File: config.mk
export PLATFORM = sky130hd
export DESIGN_NAME = gpi_input_conditioner_flat
export DESIGN_NICKNAME = d
export VERILOG_FILES = /design/src/rtl/gpi_cond_pkg.sv /design/src/rtl/gpi_input_conditioner_if.sv /design/src/rtl/gpi_sync.sv /design/src/rtl/gpi_input_conditioner.sv /design/src/flat_wrapper.sv
export SDC_FILE = /design/constraint.sdc
export NUM_CORES = 1
export LEC_CHECK = 0
export ABC_CLOCK_PERIOD_IN_PS = 1000
export CORE_AREA = 8 8 45 47
export CTS_CLUSTER_DIAMETER = 200
export DETAILED_ROUTE_END_ITERATION = 8
export DIE_AREA = 0 0 53 55
export HOLD_SLACK_MARGIN = 0.08
export PLACE_DENSITY = 0.57
export RECOVER_POWER = 25
export SLEW_MARGIN = 20
export SYNTH_ARGS = -nofsm -noshare
export SYNTH_HDL_FRONTEND = slang
export SYNTH_HIERARCHICAL = 1
export SYNTH_SLANG_ARGS = --single-unit
export TNS_END_PERCENT = 30
File: constraint.sdc
create_clock -name CLK_I -period 1 [get_ports CLK_I]
set_input_delay 0.2 -clock CLK_I [delete_from_list [all_inputs] [get_ports CLK_I]]
set_output_delay 0.2 -clock CLK_I [all_outputs]
set_load 0.02 [all_outputs]
File: src/rtl/gpi_cond_pkg.sv
// Shared types for the GPI input conditioner: filter FSM states, the
// EDGE_SEL_I encodings and the edge-to-interrupt decode.
package gpi_cond_pkg;

  typedef enum logic [1:0] {
    LOW       = 2'b00,
    RISE_PEND = 2'b01,
    HIGH      = 2'b10,
    FALL_PEND = 2'b11
  } filt_state_t;

  localparam logic [1:0] EDGE_NONE = 2'b00;
  localparam logic [1:0] EDGE_RISE = 2'b01;
  localparam logic [1:0] EDGE_FALL = 2'b10;
  localparam logic [1:0] EDGE_BOTH = 2'b11;

  // True when an observed edge pulse is one the edge select asks for.
  function automatic logic edge_hit(logic [1:0] sel, logic rise, logic fall);
    return (rise && (sel == EDGE_RISE || sel == EDGE_BOTH)) ||
           (fall && (sel == EDGE_FALL || sel == EDGE_BOTH));
  endfunction

endpackage

File: src/rtl/gpi_input_conditioner_if.sv
// Pin-side bundle of the GPI input conditioner.
// There is no valid/ready handshake on this bundle: DI_I is an asynchronous
// level, IE_I/FILT_LEN_I/EDGE_SEL_I are quasi-static levels sampled every
// cycle, IRQ_CLR_I is a single-cycle strobe, and every output is a level or a
// one-cycle pulse valid on every rising clock edge.
// filt_state exposes the filter FSM state for observation.
interface gpi_input_conditioner_if
  import gpi_cond_pkg::*;
#(parameter int CNT_W = 8);

  logic             DI_I;
  logic             IE_I;
  logic [CNT_W-1:0] FILT_LEN_I;
  logic [1:0]       EDGE_SEL_I;
  logic             IRQ_CLR_I;
  logic             DI_O;
  logic             RISE_O;
  logic             FALL_O;
  logic             IRQ_O;
  filt_state_t      filt_state;

  modport master (
    output DI_I, IE_I, FILT_LEN_I, EDGE_SEL_I, IRQ_CLR_I,
    input  DI_O, RISE_O, FALL_O, IRQ_O, filt_state
  );

  modport slave (
    input  DI_I, IE_I, FILT_LEN_I, EDGE_SEL_I, IRQ_CLR_I,
    output DI_O, RISE_O, FALL_O, IRQ_O, filt_state
  );

endinterface

File: src/rtl/gpi_sync.sv
// Multi-flop synchronizer for an asynchronous single-bit input.
// SYNC_STAGES must be at least 2; all flops reset to 0.
module gpi_sync #(
  parameter int SYNC_STAGES = 2
) (
  input  logic clk,
  input  logic rst,
  input  logic d,
  output logic q
);

  logic [SYNC_STAGES-1:0] ff;

  // Shift chain; nothing but the flop sits on the asynchronous input.
  always_ff @(posedge clk or posedge rst) begin
    if (rst) ff <= '0;
    else     ff <= {ff[SYNC_STAGES-2:0], d};
  end

  assign q = ff[SYNC_STAGES-1];

endmodule

File: src/rtl/gpi_input_conditioner.sv
// GPI input conditioner: synchronizer, optional glitch filter, edge pulses
// and a sticky interrupt request.
// Macro GPI_GLITCH_FILTER_EN enables the FILT_LEN_I glitch filter; without it
// DI_O is the synchronized input registered once and FILT_LEN_I is ignored.
module gpi_input_conditioner
  import gpi_cond_pkg::*;
#(
  parameter int SYNC_STAGES = 2,
  parameter int CNT_W       = 8
) (
  input logic                    CLK_I,
  input logic                    RST_I,
  gpi_input_conditioner_if.slave bus
);

  logic sync_in;
  logic s;
  logic lvl;
  logic lvl_prev;
  logic rise;
  logic fall;
  logic irq_q;

  // Enable gating happens before the first flop so a disabled pad reads 0.
  assign sync_in = bus.DI_I & bus.IE_I;

  gpi_sync #(.SYNC_STAGES(SYNC_STAGES)) u_sync (
    .clk (CLK_I),
    .rst (RST_I),
    .d   (sync_in),
    .q   (s)
  );

`ifdef GPI_GLITCH_FILTER_EN
  filt_state_t      state;
  logic [CNT_W-1:0] cnt;

  // Filter FSM: a new level is accepted after FILT_LEN_I+1 identical samples.
  // FILT_LEN_I is compared live and cnt never passes it, so no wrap occurs.
  always_ff @(posedge CLK_I or posedge RST_I) begin
    if (RST_I) begin
      state <= LOW;
      cnt   <= '0;
    end else begin
      case (state)
        LOW: begin
          if (s) begin
            if (bus.FILT_LEN_I == '0) state <= HIGH;
            else begin
              state <= RISE_PEND;
              cnt   <= CNT_W'(1);
            end
          end
        end
        RISE_PEND: begin
          if (!s) begin
            state <= LOW;
            cnt   <= '0;
          end else if (cnt >= bus.FILT_LEN_I) begin
            state <= HIGH;
            cnt   <= '0;
          end else begin
            cnt <= cnt + CNT_W'(1);
          end
        end
        HIGH: begin
          if (!s) begin
            if (bus.FILT_LEN_I == '0) state <= LOW;
            else begin
              state <= FALL_PEND;
              cnt   <= CNT_W'(1);
            end
          end
        end
        FALL_PEND: begin
          if (s) begin
            state <= HIGH;
            cnt   <= '0;
          end else if (cnt >= bus.FILT_LEN_I) begin
            state <= LOW;
            cnt   <= '0;
          end else begin
            cnt <= cnt + CNT_W'(1);
          end
        end
        default: begin
          state <= LOW;
          cnt   <= '0;
        end
      endcase
    end
  end

  assign lvl            = (state == HIGH) || (state == FALL_PEND);
  assign bus.filt_state = state;
`else
  logic             lvl_q;
  logic [CNT_W-1:0] unused_filt_len;

  // Without the filter the synchronized level is simply registered once.
  always_ff @(posedge CLK_I or posedge RST_I) begin
    if (RST_I) lvl_q <= 1'b0;
    else       lvl_q <= s;
  end

  assign lvl             = lvl_q;
  assign bus.filt_state  = lvl_q ? HIGH : LOW;
  assign unused_filt_len = bus.FILT_LEN_I;
`endif

  // Previous output level, used to form pulses in the cycle DI_O changes.
  always_ff @(posedge CLK_I or posedge RST_I) begin
    if (RST_I) lvl_prev <= 1'b0;
    else       lvl_prev <= lvl;
  end

  assign rise = lvl & ~lvl_prev;
  assign fall = ~lvl & lvl_prev;

  // Sticky interrupt: an enabled edge sets it, the clear strobe drops it,
  // and a simultaneous set beats the clear.
  always_ff @(posedge CLK_I or posedge RST_I) begin
    if (RST_I)                                 irq_q <= 1'b0;
    else if (edge_hit(bus.EDGE_SEL_I, rise, fall)) irq_q <= 1'b1;
    else if (bus.IRQ_CLR_I)                    irq_q <= 1'b0;
  end

  assign bus.DI_O   = lvl;
  assign bus.RISE_O = rise;
  assign bus.FALL_O = fall;
  assign bus.IRQ_O  = irq_q;

endmodule

File: src/flat_wrapper.sv
// flat-port wrapper written by rule: the top's interface ports become plain ports
module gpi_input_conditioner_flat import gpi_cond_pkg::*;
#(
  parameter int SYNC_STAGES = 2,
  parameter int CNT_W       = 8
)
  (CLK_I, RST_I, bus_DI_I, bus_IE_I, bus_FILT_LEN_I, bus_EDGE_SEL_I, bus_IRQ_CLR_I, bus_DI_O, bus_RISE_O, bus_FALL_O, bus_IRQ_O, bus_filt_state);
  gpi_input_conditioner_if #(.CNT_W(CNT_W)) bus_i ();
  input logic CLK_I;
  input logic RST_I;
  input wire logic [$bits(bus_i.DI_I)-1:0] bus_DI_I;
  input wire logic [$bits(bus_i.IE_I)-1:0] bus_IE_I;
  input wire logic [$bits(bus_i.FILT_LEN_I)-1:0] bus_FILT_LEN_I;
  input wire logic [$bits(bus_i.EDGE_SEL_I)-1:0] bus_EDGE_SEL_I;
  input wire logic [$bits(bus_i.IRQ_CLR_I)-1:0] bus_IRQ_CLR_I;
  output wire logic [$bits(bus_i.DI_O)-1:0] bus_DI_O;
  output wire logic [$bits(bus_i.RISE_O)-1:0] bus_RISE_O;
  output wire logic [$bits(bus_i.FALL_O)-1:0] bus_FALL_O;
  output wire logic [$bits(bus_i.IRQ_O)-1:0] bus_IRQ_O;
  output wire logic [$bits(bus_i.filt_state)-1:0] bus_filt_state;
  assign bus_i.DI_I = bus_DI_I;
  assign bus_i.IE_I = bus_IE_I;
  assign bus_i.FILT_LEN_I = bus_FILT_LEN_I;
  assign bus_i.EDGE_SEL_I = bus_EDGE_SEL_I;
  assign bus_i.IRQ_CLR_I = bus_IRQ_CLR_I;
  assign bus_DI_O = bus_i.DI_O;
  assign bus_RISE_O = bus_i.RISE_O;
  assign bus_FALL_O = bus_i.FALL_O;
  assign bus_IRQ_O = bus_i.IRQ_O;
  assign bus_filt_state = bus_i.filt_state;
  gpi_input_conditioner #(.SYNC_STAGES(SYNC_STAGES), .CNT_W(CNT_W)) u_core (.CLK_I(CLK_I), .RST_I(RST_I), .bus(bus_i));
endmodule
== After elaboration in Yosys (flattened, before gate mapping) ==
Cells that the tools add are included.
Cells by class
  multiplexer cells: 3
  reductions and logical operators: 6
  equality and inequality tests: 3
  bitwise logic cells: 5
Operators with widths (count)
  2-bit == test (second input constant): 2
  1-bit AND: 3
  1-bit logical OR: 3
  2-bit by 1-bit == test with 1-bit output (second input constant): 1
  1-bit logical AND: 2
  1-bit two-way mux: 2
  2-bit two-way mux: 1
  1-bit NOT: 2
  2-bit nonzero test: 1
Storage, ports and cells
  word-level logic and storage cells: 21
  output and inout bits: 6
  bits in registers: 5

== Logic depth before layout (Yosys ltp) ==
Gate-level depths: netlist (run 1).
  depth after elaboration: 5
  depth in mapped cells: 2
  mapped depth without buffers: 2

== Hierarchy ==
Netlist (run 1), hierarchy kept.
Modules (own cells, without submodules)
  gpi_input_conditioner: sequential area each 75.1 um^2, area an instance 136.4 um^2, instances 1, cells an instance 12
  gpi_sync: sequential area each 50.0 um^2, area an instance 53.8 um^2, instances 1, cells an instance 3

== Worst setup path after synthesis (run 1) ==
OpenSTA, ideal clock, no wires.
  kind: register to register
  start: register u_core.lvl_q, in the netlist u_core/bus.DI_O
  end: register u_core.irq_q, in the netlist u_core/bus.IRQ_O
  arrival time: 1.048 ns
  stages on the path, launching flop included: 3
  setup slack: -0.174 ns
  buffers on the path: 0
  cells stage by stage: dfrtp_1 -> and2b_1 -> a221o_1
Between the ends
  word-level cells in the longest chain between the ends: 5
  elaborated cells on any way between the ends: 8
RTL lines
  start, declared: RTL line gpi_input_conditioner.sv:97  | logic lvl_q;
  start signal, assigned: RTL line gpi_input_conditioner.sv:103  | else lvl_q <= s;
  1-bit NOT *: RTL line gpi_input_conditioner.sv:118  | assign fall = ~lvl & lvl_prev;
  1-bit AND *: RTL line gpi_input_conditioner.sv:118
  via bus_FALL_O: RTL line flat_wrapper.sv:18  | output wire logic [$bits(bus_i.FALL_O)-1:0] bus_FALL_O;
  1-bit logical AND *: RTL line gpi_cond_pkg.sv:20  | (fall && (sel == EDGE_FALL || sel == EDGE_BOTH));
  1-bit logical OR *: RTL line gpi_cond_pkg.sv:19  | return (rise && (sel == EDGE_RISE || sel == EDGE_BOTH)) ||
  1-bit two-way mux / 2-bit nonzero test (equally long branches)
  end signal, assigned: RTL line gpi_input_conditioner.sv:123  | if (RST_I) irq_q <= 1'b0;
  end signal, assigned: RTL line gpi_input_conditioner.sv:124  | else if (edge_hit(bus.EDGE_SEL_I, rise, fall)) irq_q <= 1'b1;
  end signal, assigned: RTL line gpi_input_conditioner.sv:125  | else if (bus.IRQ_CLR_I) irq_q <= 1'b0;
  end, declared: RTL line gpi_input_conditioner.sv:22  | logic irq_q;
Mark *: on every way through the listed nets, which the timed path passes. The rest lies on a longest branch.
A chain may end at the register's enable or synchronous reset.

== Final worst setup path (run 1) ==
  start: register u_core.lvl_prev
  end: output port bus_FALL_O
Between the ends
  word-level cells in the longest chain between the ends: 1
RTL lines
  start, declared: RTL line gpi_input_conditioner.sv:19  | logic lvl_prev;
  start signal, assigned: RTL line gpi_input_conditioner.sv:114  | else lvl_prev <= lvl;
  1-bit AND: RTL line gpi_input_conditioner.sv:118
  end, declared: RTL line flat_wrapper.sv:18
Every way passes these cells.

==> results.py, run 1 <==
metrics = {
    "layout": {
        "fillCellCount": 149,
        "drive_gt1_frac": 0.433,
        "antenna_cells": 0,
        "postLayoutCellArea_sq_um": 348,
        "fin_util": 0.251,
        "final_cell_count_no_fill": 46,
        "syn2layout_area_growth_pct": 82.9,
        "fin_nets": 46,
    },
    "status": {
        "failed_checks": "negative setup slack",
        "outcome": "complete, but fails checks",
    },
    "setup_path": {
        "worst-setup-path-type": "reg2out",
        "crit_path_max_fanout": 2,
        "cp.arrival_ps": 980,
        "critPathCaptureType": "output port",
        "start_kind": "flip-flop",
        "critical_path_required_ps": 800,
        "ff2ff_path_depth": 3,
    },
    "clocking": {
        "clock_latency_ps": 240,
        "cts_made_buffers": 3,
        "cts_buffer_depth": 2,
        "clock_sinks": 5,
        "clock-root-buffer": "clkbuf_4",
        "cts_tree": "built",
        "cts_max_level": 1,
        "clk_pin_slew_ps": 40,
    },
    "pwr": {
        "p_per_area_mw_per_mm2": 1560,
        "netSwitchingPower_uw": 124,
        "cell_internal_pwr_uw": 419,
        "p_leak_uw": 0.000172,
        "power_frac_seq": 0.409,
        "ir_drop_mv": 0.755,
        "switching_share": 0.229,
        "pwr-share-clk": 0.422,
        "pwr-share-comb": 0.169,
    },
    "synth": {
        "syn-num-nets": 30,
        "synth_top_family_by_area": "simple AND/OR/NAND/NOR gates",
        "synthTopCellsByCount": "5 x dfrtp_1, 2 x buf_4, 2 x inv_1",
        "synth_mux_area_frac": 0,
        "synth_compound_area_frac": 0.0526,
        "synth_edf_count": 0,
        "synth_xor_area_frac": 0,
        "synthAdderAreaFrac": 0,
        "synth.most_common_cell": "dfrtp_1",
        "synth-simple-area-share": 0.151,
        "yosysTopAreaCellShare": 0.658,
        "syn-cell-area_sq_um": 190,
        "synthArstFlopShare": 1.00,
        "synth_area_leaders": "dfrtp_1 66%, buf_4 7.9%, a221o_1 5.3%",
        "synthCells": 15,
        "syn_avg_cell_area_sq_um": 12.7,
        "ys_warn_count": 6,
        "synth_cell_types": 9,
        "synth_seq_cells": 5,
        "synth_top_area_cell": "dfrtp_1",
        "synth-seq-area-share": 0.658,
        "synth_ff_type": "dfrtp_1",
    },
    "route": {
        "drt_iter0_drc": 0,
        "vias": 150,
        "drc": 0,
        "ant_nets": 0,
        "drt-wirelength-per-cell_um": 9.41,
        "drtPass1Iterations": 1,
        "finalWirelength_um": 433,
        "viasPerCell": 3.26,
    },
    "timing": {
        "finalClockSkew_ps": 4.17,
        "fmax_mhz": 849,
        "slew_viol_final": 0,
        "fin_crit_ps": 1180,
        "rsz0062_at_grt": "yes",
        "holdWs_ps": 286,
        "setup_slack_ps": -178,
        "hold_violations": 0,
        "fin_crit_sh": 1.18,
        "setup_viol": 5,
    },
    "grt": {
        "use_met3": 0.0481,
        "met1_usage": 0.0338,
        "antenna_found_initial": 0,
        "grtUsageMet2": 0.0352,
        "grt.overflow.total": 0,
        "grt_max_degree": 4,
        "grt_pass1_wl_um": 648,
        "top_usage_layer": "met3",
        "grt_pass1_vias": 156,
        "track_usage": 0.0351,
    },
    "floorplanning": {
        "die_h_um": 55,
        "fp-row-count": 14,
        "ios": 21,
        "coreArea_sq_mm": 0.00138,
        "die_width_um": 53,
        "die_area_sq_mm": 0.00292,
        "start_util": 0.137,
    },
    "worst_hold_path": {
        "min-delay-path-class": "in2async",
    },
    "place": {
        "place_congestion": 0.741,
        "pre_cts_ws_ps": -399,
        "dp.cells": 41,
        "placedInstanceArea_sq_um": 320,
        "numPortBuffers": 11,
    },
    "job": {
        "maxCapViolCount": 0,
    },
}
==> worst max-delay path, cell delays in order (launching register included) <==
cell and delay [ps]:
dfrtp_1 390, and2b_2 210, buf_6 130
==> through the flow <==
step / power (uW) / TNS (ps)
2_1_floorplan: 269 / -117
3_3_place_gp: 320 / -1420
3_5_place_dp: 319 / -1410
4_1_cts: 557 / -708
5_1_grt: 579 / -834
6_report: 543 / -648
==> flip-flops by register name, summed over array words and instances, names as in the netlist <==
| name | cells |
|---|---|
| u_core/lvl_prev | 1 |
| u_core/bus.IRQ_O | 1 |
| u_core/bus.DI_O | 1 |
| u_core/u_sync/ff | 2 |
==> per-layer routing <==
| metal | part of all wire | wire (um) | up-vias |
|---|---|---|---|
| met5 | 0 | 0 | - |
| met4 | 0 | 0 | 0 |
| met3 | 0.26 | 111 | 0 |
| met2 | 0.32 | 137 | 15 |
| met1 | 0.42 | 183 | 64 |
| li1 | - | - | 71 |
==> cell families (layout without fill, tap and decap cells) <==
family | after synthesis | count (layout)
and+or+nand+nor | 4 | 4
buffers and inverters | 4 | 19
AOI/OAI and AO/OA | 1 | 1
DFF | 5 | 5
other | 1 | 1
==> cell type report <==
type                       count  area, sq um  share of cell area
sequential                     5          126               0.363
timing repair buffer          13          119               0.342
multi-input combinational      6         48.8               0.140
clock buffer                   4         26.3              0.0755
tap                           16         20.0              0.0576
inverter                       2         7.51              0.0216
==> worst paths after layout <==
path / start / end / slack (ps)
hold / removal: RST_I / u_core/u_sync/ff[0]$_DFF_PP0_ / 290
max in group asynchronous: RST_I / u_core/bus.DI_O$_DFF_PP0_ / 570
min in group CLK_I: u_core/u_sync/ff[1]$_DFF_PP0_ / u_core/bus.DI_O$_DFF_PP0_ / 340
setup reg to reg: u_core/lvl_prev$_DFF_PP0_ / u_core/bus.IRQ_O$_DFFE_PP0P_ / -140
hold reg to reg: u_core/u_sync/ff[1]$_DFF_PP0_ / u_core/bus.DI_O$_DFF_PP0_ / 340
setup / recovery: u_core/lvl_prev$_DFF_PP0_ / bus_FALL_O / -180
==> power groups by stage <==
stage / Clock (uW) / Combinational, uW / Sequential [uW]
6_report: 229 / 92.0 / 222
4_1_cts: 241 / 94.0 / 222
5_1_grt: 257 / 99.1 / 223
3_3_place_gp: 0 / 94.8 / 225
2_1_floorplan: 0 / 35.6 / 234
3_5_place_dp: 0 / 94.3 / 225
==> cell usage in the layout, fill, tap and decap left out, types with 2 or more instances in the layout <==
master and n:
buf_2 2, buf_4 2, buf_6 3, clkbuf_4 3
clkdlybuf4s50_1 5, dfrtp_1 4, inv_1 2
==> timing repair <==
| action | 4_1_cts | 5_1_grt |
|---|---|---|
| setup endpoints to repair | 6 | 5 |
| resized for setup | 26 | 0 |
| hold buffers | 0 | 0 |
| buffers inserted | 1 | 0 |
Note: power is estimated with default switching activity, not from simulation.
==> run 2, diff against run 1 <==
Settings changed: CAP_MARGIN set to 20.
==> results of run 2 <==
The final DEF is identical to that of run 1; final timing and power are the same.
==> run 3, diff against run 2 <==
Settings changed: CORE_AREA 8 8 45 47 to 5 5 42 44, DIE_AREA 0 0 53 55 to 0 0 47 49.
==> results.py, run 3 (synthesis results as in run 1) <==
metrics = {
    "status": {
        "outcome": "complete, but fails checks",
        "failed_checks": "negative setup slack",
    },
    "clocking": {
        "clock_latency_ps": 240,
        "clock_sinks": 5,
        "cts_max_level": 1,
        "cts_tree": "built",
        "clk_pin_slew_ps": 40,
        "clock-root-buffer": "clkbuf_4",
        "cts_made_buffers": 3,
        "cts_buffer_depth": 2,
    },
    "layout": {
        "fin_nets": 46,
        "antenna_cells": 0,
        "final_common_cell": "clkdlybuf4s50_1",
        "multi_input_area_sq_um": 48.8,
        "final_cell_mix": "5 x clkdlybuf4s50_1, 4 x buf_6, 4 x dfrtp_1, 3 x clkbuf_4",
        "fillCellCount": 154,
        "regMostFlops": "u_core/u_sync/ff",
        "syn2layout_area_growth_pct": 86.2,
        "regArea_sq_um": 126,
        "largest_register_ff_count": 2,
        "drive_gt1_frac": 0.433,
        "postLayoutCellArea_sq_um": 354,
    },
    "place": {
        "numPortBuffers": 11,
        "place_congestion": 0.685,
        "placedInstanceArea_sq_um": 320,
        "pre_cts_ws_ps": -400,
    },
    "timing": {
        "fin_crit_ps": 1180,
        "setup_slack_ps": -177,
        "fin_crit_sh": 1.18,
        "hold_violations": 0,
        "tns_ps": -626,
        "slew_viol_final": 0,
        "setup_viol": 5,
        "rsz0062_at_grt": "yes",
        "fmax_mhz": 850,
        "holdWs_ps": 296,
        "finalClockSkew_ps": 3.69,
    },
    "pwr": {
        "p_leak_uw": 0.000174,
        "power_frac_seq": 0.407,
        "p_per_area_mw_per_mm2": 1540,
        "switching_share": 0.227,
        "pwr-share-clk": 0.420,
        "pwr-share-comb": 0.173,
        "ir_drop_mv": 0.646,
        "netSwitchingPower_uw": 124,
        "p_total_uw": 545,
        "cell_internal_pwr_uw": 421,
    },
    "floorplanning": {
        "ios": 21,
        "fp-row-count": 14,
        "die_h_um": 49,
        "start_util": 0.136,
        "die_width_um": 47,
        "coreArea_sq_mm": 0.00140,
        "die_area_sq_mm": 0.00230,
    },
    "grt": {
        "grt_pass1_vias": 158,
        "track_usage": 0.0432,
        "antenna_found_initial": 0,
        "grt_max_degree": 4,
        "grt.overflow.total": 0,
        "grt_pass1_wl_um": 634,
    },
    "route": {
        "vias": 149,
        "top_layer": "met3",
        "m1WireLength_um": 128,
        "drc": 0,
        "drtPass1Iterations": 1,
        "viasPerCell": 3.24,
        "dr_wl_met2_um": 135,
        "ant_nets": 0,
        "finalWirelength_um": 385,
        "met3_length_um": 121,
        "drt_iter0_drc": 0,
        "drt-wirelength-per-cell_um": 8.37,
    },
    "setup_path": {
        "r2r_slack_ps": -130,
        "critical_path_required_ps": 800,
        "start_kind": "flip-flop",
        "cp.arrival_ps": 980,
        "crit_path_max_fanout": 3,
        "worst-setup-path-type": "reg2out",
        "critPathCaptureType": "output port",
    },
    "job": {
        "maxCapViolCount": 0,
    },
    "worst_hold_path": {
        "min-delay-path-class": "in2async",
    },
}
## run 3: cell counts in the layout (fill, tap and decap cells not counted)
Identical to the previous run, type by type.
## run 3: what timing repair did
action	4_1_cts	5_1_grt
gates cloned	0	0
hold buffers	0	0
buffers inserted	1	0
endpoints found under the setup margin	6	5
gates resized for setup	24	4
## run 3: worst paths after layout
kind	cells after the start	from	end
min reg2reg	0	u_core/u_sync/ff[1]$_DFF_PP0_	u_core/bus.DI_O$_DFF_PP0_
max	2	u_core/bus.DI_O$_DFF_PP0_	bus_FALL_O
min	2	RST_I	u_core/u_sync/ff[0]$_DFF_PP0_
max in group asynchronous	2	RST_I	u_core/bus.DI_O$_DFF_PP0_
max reg2reg	3	u_core/lvl_prev$_DFF_PP0_	u_core/bus.IRQ_O$_DFFE_PP0P_
min in group CLK_I	0	u_core/u_sync/ff[1]$_DFF_PP0_	u_core/bus.DI_O$_DFF_PP0_
## run 3: layout make-up
type,instances,area share
multi-input combinational,6,0.138
clock buffer,4,0.0742
sequential,5,0.357
timing repair buffer,13,0.353
tap,16,0.0565
inverter,2,0.0212
## run 3: routing by layer
metal	global-route usage	vias up
met1	0.0424	63
li1	-	71
met3	0.0627	0
met4	0.0138	0
met5	0	-
met2	0.0498	15
## run 3: worst max-delay path, stage by stage, from the launching register on
cell     delay, ps
dfrtp_2        400
and2b_2        220
buf_6          110
## run 3: power groups by stage
stage | clock [uW] | sequential [uW] | combinational (uW)
after detailed placement | 0 | 225 | 94.2
after CTS | 241 | 222 | 90.9
after global placement | 0 | 225 | 94.7
after floorplan | 0 | 234 | 35.6
final | 229 | 222 | 94.2
after global routing | 258 | 223 | 102
## run 3: metrics by stage
stage	cells	utilization
after floorplan	15	-
after global placement	41	0.229
after detailed placement	41	0.229
after CTS	46	0.244
after global routing	46	0.253
final	46	0.253
